$ cat src/rtl/ddr4_writer_xk.sv
// Kalman X_k write-back: buffers state vectors and stores each one to DDR4
// as a single AXI4 INCR burst at a fixed per-iteration stride.
module ddr4_writer_xk #(
  parameter int unsigned STATE_DIM      = 12,
  parameter int unsigned MAX_ITERATIONS = 100,
  parameter logic [31:0] ADDR_XK_BASE   = 32'h0080_0000,
  parameter int unsigned FIFO_DEPTH     = 2
) (
  input  logic                       clk,
  input  logic                       rst_n,
  input  logic                       start_write,
  input  logic [STATE_DIM-1:0][63:0] X_k_in,
  input  logic                       X_k_valid_in,
  output logic                       X_k_ready_out,
  output logic [31:0]                axi_awaddr,
  output logic [7:0]                 axi_awlen,
  output logic [2:0]                 axi_awsize,
  output logic [1:0]                 axi_awburst,
  output logic                       axi_awvalid,
  input  logic                       axi_awready,
  output logic [511:0]               axi_wdata,
  output logic [63:0]                axi_wstrb,
  output logic                       axi_wlast,
  output logic                       axi_wvalid,
  input  logic                       axi_wready,
  input  logic [1:0]                 axi_bresp,
  input  logic                       axi_bvalid,
  output logic                       axi_bready,
  output logic                       all_X_k_written,
  output logic                       write_error,
  output logic                       busy
);

  localparam int unsigned BEATS  = (STATE_DIM * 8 + 63) / 64;
  localparam int unsigned STRIDE = BEATS * 64;
  localparam int unsigned LANES  = BEATS * 8;
  localparam int unsigned BW = (BEATS > 1) ? $clog2(BEATS) : 1;
  localparam int unsigned PW = (FIFO_DEPTH > 1) ? $clog2(FIFO_DEPTH) : 1;
  localparam int unsigned CW = $clog2(FIFO_DEPTH + 1);
  localparam int unsigned IW = $clog2(MAX_ITERATIONS + 1);

  typedef logic [STATE_DIM-1:0][63:0] vec_t;
  typedef enum logic [1:0] {S_IDLE, S_AW, S_W, S_B} state_t;

  state_t          state_q, state_d;
  logic            busy_q, busy_d;
  logic            done_q, done_d;
  logic            err_q, err_d;
  logic            awvalid_q, awvalid_d;
  logic            wvalid_q, wvalid_d;
  logic            bready_q, bready_d;
  logic [31:0]     awaddr_q, awaddr_d;
  logic [BW-1:0]   beat_q, beat_d;
  logic [IW-1:0]   acc_q, acc_d;
  logic [IW-1:0]   widx_q, widx_d;
  logic [PW-1:0]   wptr_q, wptr_d;
  logic [PW-1:0]   rptr_q, rptr_d;
  logic [CW-1:0]   cnt_q, cnt_d;
  vec_t            mem_q [FIFO_DEPTH];

  logic push, pop;
  vec_t head;
  logic [LANES-1:0][63:0] pad;
  logic [LANES-1:0][7:0]  spad;

  function automatic logic [PW-1:0] nxt(input logic [PW-1:0] p);
    return (p == PW'(FIFO_DEPTH - 1)) ? '0 : p + PW'(1);
  endfunction

  assign X_k_ready_out = busy_q & ~done_q
                       & (cnt_q < CW'(FIFO_DEPTH))
                       & (acc_q < IW'(MAX_ITERATIONS));
  assign push = X_k_valid_in & X_k_ready_out;
  assign pop  = (state_q == S_B) & axi_bvalid;

  always_comb begin
    state_d   = state_q;
    busy_d    = busy_q;
    done_d    = done_q;
    err_d     = err_q;
    awvalid_d = awvalid_q;
    wvalid_d  = wvalid_q;
    bready_d  = bready_q;
    awaddr_d  = awaddr_q;
    beat_d    = beat_q;
    acc_d     = acc_q;
    widx_d    = widx_q;
    wptr_d    = wptr_q;
    rptr_d    = rptr_q;
    cnt_d     = cnt_q;

    unique case (state_q)
      S_IDLE: begin
        if (busy_q && cnt_q != '0) begin
          awaddr_d  = ADDR_XK_BASE + 32'(widx_q) * 32'(STRIDE);
          awvalid_d = 1'b1;
          state_d   = S_AW;
        end
      end
      S_AW: begin
        if (axi_awready) begin
          awvalid_d = 1'b0;
          wvalid_d  = 1'b1;
          beat_d    = '0;
          state_d   = S_W;
        end
      end
      S_W: begin
        if (axi_wready) begin
          if (beat_q == BW'(BEATS - 1)) begin
            wvalid_d = 1'b0;
            bready_d = 1'b1;
            state_d  = S_B;
          end else begin
            beat_d = beat_q + BW'(1);
          end
        end
      end
      S_B: begin
        if (axi_bvalid) begin
          bready_d = 1'b0;
          widx_d   = widx_q + IW'(1);
          if (axi_bresp != 2'b00) err_d = 1'b1;
          if (widx_q + IW'(1) == IW'(MAX_ITERATIONS)) done_d = 1'b1;
          state_d  = S_IDLE;
        end
      end
      default: state_d = S_IDLE;
    endcase

    if (start_write && !busy_q) begin
      busy_d = 1'b1;
      acc_d  = '0;
      widx_d = '0;
      done_d = 1'b0;
      err_d  = 1'b0;
      wptr_d = '0;
      rptr_d = '0;
      cnt_d  = '0;
    end else begin
      if (busy_q && done_q && !start_write) busy_d = 1'b0;
      if (push) begin
        wptr_d = nxt(wptr_q);
        acc_d  = acc_q + IW'(1);
      end
      if (pop) rptr_d = nxt(rptr_q);
      unique case ({push, pop})
        2'b10:   cnt_d = cnt_q + CW'(1);
        2'b01:   cnt_d = cnt_q - CW'(1);
        default: cnt_d = cnt_q;
      endcase
    end
  end

  always_ff @(posedge clk or negedge rst_n) begin
    if (!rst_n) begin
      state_q   <= S_IDLE;
      busy_q    <= 1'b0;
      done_q    <= 1'b0;
      err_q     <= 1'b0;
      awvalid_q <= 1'b0;
      wvalid_q  <= 1'b0;
      bready_q  <= 1'b0;
      awaddr_q  <= '0;
      beat_q    <= '0;
      acc_q     <= '0;
      widx_q    <= '0;
      wptr_q    <= '0;
      rptr_q    <= '0;
      cnt_q     <= '0;
    end else begin
      state_q   <= state_d;
      busy_q    <= busy_d;
      done_q    <= done_d;
      err_q     <= err_d;
      awvalid_q <= awvalid_d;
      wvalid_q  <= wvalid_d;
      bready_q  <= bready_d;
      awaddr_q  <= awaddr_d;
      beat_q    <= beat_d;
      acc_q     <= acc_d;
      widx_q    <= widx_d;
      wptr_q    <= wptr_d;
      rptr_q    <= rptr_d;
      cnt_q     <= cnt_d;
    end
  end

  // Payload storage needs no reset; it is only read behind wvalid.
  always_ff @(posedge clk) begin
    if (push) mem_q[wptr_q] <= X_k_in;
  end

  assign head = mem_q[rptr_q];

  always_comb begin
    pad = '0;
    pad[STATE_DIM-1:0] = head;
  end

  for (genvar g = 0; g < LANES; g++) begin : g_strb
    assign spad[g] = (g < STATE_DIM) ? 8'hFF : 8'h00;
  end

  assign axi_wdata   = wvalid_q ? pad[{beat_q, 3'b000} +: 8] : '0;
  assign axi_wstrb   = wvalid_q ? spad[{beat_q, 3'b000} +: 8] : '0;
  assign axi_wlast   = wvalid_q & (beat_q == BW'(BEATS - 1));
  assign axi_wvalid  = wvalid_q;
  assign axi_awvalid = awvalid_q;
  assign axi_awaddr  = awaddr_q;
  assign axi_awlen   = 8'(BEATS - 1);
  assign axi_awsize  = 3'b110;
  assign axi_awburst = 2'b01;
  assign axi_bready  = bready_q;

  assign all_X_k_written = done_q;
  assign write_error     = err_q;
  assign busy            = busy_q;

endmodule

$ cat config.mk
export PLATFORM = sky130hd
export DESIGN_NAME = ddr4_writer_xk
export DESIGN_NICKNAME = d
export VERILOG_FILES = /design/src/rtl/ddr4_writer_xk.sv
export SDC_FILE = /design/constraint.sdc
export NUM_CORES = 1
export LEC_CHECK = 0
export BUFFER_PORTS_ARGS = -buffer_cell sky130_fd_sc_hd__buf_4
export CAP_MARGIN = 10
export CORE_AREA = 2 2 540 542
export DETAILED_ROUTE_END_ITERATION = 16
export DIE_AREA = 0 0 542 544
export SLEW_MARGIN = 20
export SYNTH_ARGS = -nofsm -noshare
export SYNTH_HDL_FRONTEND = slang
export SYNTH_SLANG_ARGS = --single-unit
$ cat constraint.sdc
create_clock -name clk -period 39 [get_ports clk]
set_clock_uncertainty 0.1 [all_clocks]
set_input_delay 5.85 -clock clk [delete_from_list [all_inputs] [get_ports clk]]
set_output_delay 5.85 -clock clk [all_outputs]
set_load 0.1 [all_outputs]
==> impl_results.html <==
<table>
<tr><th>Metric</th><th>Value</th></tr>
<tr><th colspan="2">Finish</th></tr>
<tr><td>Top library cells by usage in the layout, fill and taps aside</td><td>sky130_fd_sc_hd__edfxtp_1 (1536), sky130_fd_sc_hd__buf_4 (1414), sky130_fd_sc_hd__nor2_1 (272)</td></tr>
<tr><td>Most common library cell in the layout ignoring fill and taps</td><td>sky130_fd_sc_hd__edfxtp_1</td></tr>
<tr><td>Non-filler instance count after layout</td><td>8308</td></tr>
<tr><td>Fillers</td><td>29.1k</td></tr>
<tr><td>Net count reported at finish</td><td>5130</td></tr>
<tr><td>Layout cells sized above 1</td><td>43.3%</td></tr>
<tr><td>Area growth from synthesis to layout</td><td>32.6%</td></tr>
<tr><th colspan="2">GRT</th></tr>
<tr><td>Number of antenna violations at the first check in global routing</td><td>75</td></tr>
<tr><td>Largest net degree at the start of global routing</td><td>128</td></tr>
<tr><td>Total congestion overflow after global routing</td><td>0</td></tr>
<tr><td>Via count of the first global-routing pass</td><td>34.1k</td></tr>
<tr><td>Global-route usage over all layers</td><td>13.7%</td></tr>
<tr><td>Wire length of the first global-routing pass</td><td>281000 µm</td></tr>
<tr><th colspan="2">Detailed routing</th></tr>
<tr><td>Post-DR wirelength/cell</td><td>25.5 µm</td></tr>
<tr><td>Wire length after detailed routing</td><td>212000 µm</td></tr>
<tr><td>Count of vias placed by the detailed router</td><td>33.1k</td></tr>
<tr><td>ANT nets after route</td><td>0</td></tr>
<tr><td>First DRT Iteration DRCs</td><td>2427</td></tr>
<tr><td>Vias per Instance</td><td>3.98</td></tr>
<tr><td>Number of optimization iterations in the first detailed-route pass</td><td>7</td></tr>
<tr><td>DRC violation count after routing</td><td>0</td></tr>
<tr><th colspan="2">Die</th></tr>
<tr><td>Number of top-level pins</td><td>1406</td></tr>
<tr><td>Initial cell density of the core</td><td>20.8%</td></tr>
<tr><td>Placement row count</td><td>198</td></tr>
<tr><td>Vertical die dimension</td><td>544 µm</td></tr>
<tr><td>Std-Cell Core Area</td><td>289000 µm²</td></tr>
<tr><td>Die outline area</td><td>295000 µm²</td></tr>
<tr><td>DIE WIDTH</td><td>542 µm</td></tr>
<tr><th colspan="2">Setup path</th></tr>
<tr><td>Data arrival time of the worst path</td><td>6.07 ns</td></tr>
<tr><td>Path type of the worst setup path</td><td>register to output pin</td></tr>
<tr><td>Critical path launch point type</td><td>register</td></tr>
<tr><td>CP required</td><td>33.05 ns</td></tr>
<tr><td>Worst-path fanout max</td><td>95</td></tr>
<tr><td>CP Capture Type</td><td>output pin</td></tr>
<tr><th colspan="2">Synth</th></tr>
<tr><td>Yosys warning count</td><td>0</td></tr>
<tr><td>Instance count of the mapped netlist</td><td>2965</td></tr>
<tr><td>Share of the synthesized area in the top cell type</td><td>76.5%</td></tr>
<tr><td>Register bit total from synthesis</td><td>1571</td></tr>
<tr><td>Proportion of register bits with asynchronous set or reset after synthesis</td><td>2.23%</td></tr>
<tr><td>Most instantiated flip-flop cell in the synthesis netlist</td><td>sky130_fd_sc_hd__edfxtp_1</td></tr>
<tr><td>Post-synthesis area per instance</td><td>20.3 µm²</td></tr>
<tr><td>Number of distinct standard cells referenced by the synthesized netlist</td><td>42</td></tr>
<tr><td>Top post-synthesis cells by area</td><td>sky130_fd_sc_hd__edfxtp_1 (76%), sky130_fd_sc_hd__mux4_2 (9.6%), sky130_fd_sc_hd__mux2i_1 (4.3%)</td></tr>
<tr><td>Proportion of synthesized chip area in sequential cells</td><td>77.9%</td></tr>
<tr><td>Post-synth top area cell</td><td>sky130_fd_sc_hd__edfxtp_1</td></tr>
<tr><td>Number of enable flip-flop cells after synthesis</td><td>1536</td></tr>
<tr><td>Post-synth design cell area</td><td>60300 µm²</td></tr>
<tr><th colspan="2">Timing</th></tr>
<tr><td>Final period util</td><td>30.8%</td></tr>
<tr><td>Max-slew headroom</td><td>27.2%</td></tr>
<tr><td>Fmax</td><td>83.2 MHz</td></tr>
<tr><td>Final Max Slew Viols</td><td>0</td></tr>
<tr><td>Setup Viol. Count Final</td><td>0</td></tr>
<tr><td>Min cycle time layout</td><td>12.02 ns</td></tr>
<tr><td>Unrepaired setup endpoints after global routing</td><td>no</td></tr>
<tr><td>Number of hold-slack violations in the final timing report</td><td>0</td></tr>
<tr><td>Setup TNS</td><td>0 ns</td></tr>
<tr><td>Worst setup margin</td><td>26.98 ns</td></tr>
<tr><td>Worst-margin pin slew</td><td>1.06 ns</td></tr>
<tr><th colspan="2">Min path</th></tr>
<tr><td>Classification of the worst-slack hold path</td><td>register to register</td></tr>
<tr><th colspan="2">CTS</th></tr>
<tr><td>Clk root buf</td><td>sky130_fd_sc_hd__clkbuf_16</td></tr>
<tr><td>Clock slew at the register clock pins of the worst setup and hold paths</td><td>0.06 ns</td></tr>
<tr><td>Hold-fix buffers at CTS</td><td>0</td></tr>
<tr><td>Post-CTS Setup Inserts</td><td>0</td></tr>
<tr><td>Clock latency on the worst-skew pair</td><td>0.82 ns</td></tr>
<tr><td>Worst-case clock buffer depth</td><td>4</td></tr>
<tr><td>Clock buffers created by TritonCTS</td><td>175</td></tr>
<tr><td>Maximum level of the CTS H-tree</td><td>4</td></tr>
<tr><td>Clock tree from TritonCTS</td><td>yes</td></tr>
<tr><td>Number of clock sinks</td><td>1571</td></tr>
<tr><td>Number of gates resized after CTS</td><td>0</td></tr>
<tr><th colspan="2">Outcome</th></tr>
<tr><td>Result of the run</td><td>complete, no violations</td></tr>
<tr><th colspan="2">Placed design</th></tr>
<tr><td>Number of buffers inserted by port buffering</td><td>1368</td></tr>
<tr><td>DP HPWL</td><td>162000 µm</td></tr>
<tr><td>Routability Congestion</td><td>0.937</td></tr>
<tr><td>Placed cell count</td><td>7969</td></tr>
<tr><td>Setup Slack @ Placement</td><td>27.38 ns</td></tr>
<tr><th colspan="2">Run</th></tr>
<tr><td>Max cap viols</td><td>0</td></tr>
</table>
-- synth_stat cells, types with 2 or more instances --
library cell and number:
sky130_fd_sc_hd__a21oi_1 5, sky130_fd_sc_hd__a22o_1 2, sky130_fd_sc_hd__and2_1 258, sky130_fd_sc_hd__and3_1 2, sky130_fd_sc_hd__buf_1 2, sky130_fd_sc_hd__buf_2 42
sky130_fd_sc_hd__buf_4 126, sky130_fd_sc_hd__buf_6 21, sky130_fd_sc_hd__clkbuf_1 57, sky130_fd_sc_hd__conb_1 2, sky130_fd_sc_hd__dfrtp_1 35, sky130_fd_sc_hd__edfxtp_1 1536
sky130_fd_sc_hd__ha_1 7, sky130_fd_sc_hd__inv_1 10, sky130_fd_sc_hd__mux2_2 8, sky130_fd_sc_hd__mux2i_1 260, sky130_fd_sc_hd__mux4_2 256, sky130_fd_sc_hd__nand2_1 11
sky130_fd_sc_hd__nand2b_1 4, sky130_fd_sc_hd__nand3_1 7, sky130_fd_sc_hd__nand4_1 3, sky130_fd_sc_hd__nor2_1 274, sky130_fd_sc_hd__nor2b_1 2, sky130_fd_sc_hd__nor4b_1 2
sky130_fd_sc_hd__o211ai_1 3, sky130_fd_sc_hd__o21ai_0 2, sky130_fd_sc_hd__o2bb2ai_1 2, sky130_fd_sc_hd__xnor2_1 7, sky130_fd_sc_hd__xor2_1 6
-- worst max-delay path: stages, from the launching register on --
cell and delay [ns]:
sky130_fd_sc_hd__dfrtp_4 0.88, sky130_fd_sc_hd__buf_12 0.53, sky130_fd_sc_hd__buf_4 0.77, sky130_fd_sc_hd__buf_4 0.65, sky130_fd_sc_hd__buf_4 0.79, sky130_fd_sc_hd__mux4_2 0.59, sky130_fd_sc_hd__and2_1 0.26, sky130_fd_sc_hd__buf_4 0.29
-- cell type report --
type,instances,area [µm²],share of cell area (%)
clock buffers,219,4600,5.74
repair buffers,1417,10700,13.3
diodes,23,57.6,0.0719
multi-input cells,1171,11800,14.8
well taps,3800,4750,5.94
inverters,10,37.5,0.0469
clock inverters,97,1050,1.31
flip-flops and latches,1571,47000,58.8
-- final timing paths --
kind,startpoint,to,slack [ns],cells after the start
worst max-delay path,rptr_q,axi_wdata[178],26.98,7
worst min-delay path,axi_awaddr[23],axi_awaddr[23],0.37,1
worst max register to register,busy,mem_q[0][158],32.83,8
worst min register to register,axi_awaddr[23],axi_awaddr[23],0.37,1
max in group asynchronous,rst_n,beat_q,33.53,1
min in group asynchronous,rst_n,write_error,4.89,1
-- per-stage QoR --
| step | hold slack, ns | cell area [µm²] | util, % |
|---|---|---|---|
| 6_report | 0.371 | 80000 | 27.6 |
| 5_1_grt | 0.397 | 80000 | 27.6 |
| 4_1_cts | 0.371 | 79900 | 27.6 |
| 3_5_place_dp | 0.354 | 74300 | 25.7 |
| 3_3_place_gp | 0.354 | 74300 | 25.7 |
| 2_1_floorplan | 0.396 | 60500 | - |
-- layer usage --
metal	global-route usage, %	up-vias	part of all wire, %
met5	0	-	0.15
met4	4.12	48	2.6
met3	6.69	323	12
met2	22.5	1507	48
met1	15.7	16900	38
li1	-	14300	-
-- state kept, by name, indices dropped and copies added (netlist names) --
register / flops
all_X_k_written: 1
mem_q: 1536
beat_q: 1
axi_awvalid: 1
widx_q: 7
axi_bready: 1
acc_q: 7
axi_awaddr: 8
axi_wvalid: 1
state_q: 2
wptr_q: 1
rptr_q: 1
busy: 1
cnt_q: 2
write_error: 1
-- cells by family (layout without fill, tap and decap cells) --
logic type      count (synthesis)  count (layout)  share of synthesized area (%)
compound gates                 23              23                          0.278
xor+xnor                       13              13                          0.189
flops                        1571            1571                           77.9
buf+inv                       258            1743                           2.74
fa+ha+maj                       7               7                          0.145
mux                           524             524                           14.0
simple gates                  567             567                           4.70
other cells                     2              60                         0.0125
Power is not shown: default switching activity piles up to over one toggle a cycle in this logic, so the estimate is an artifact.
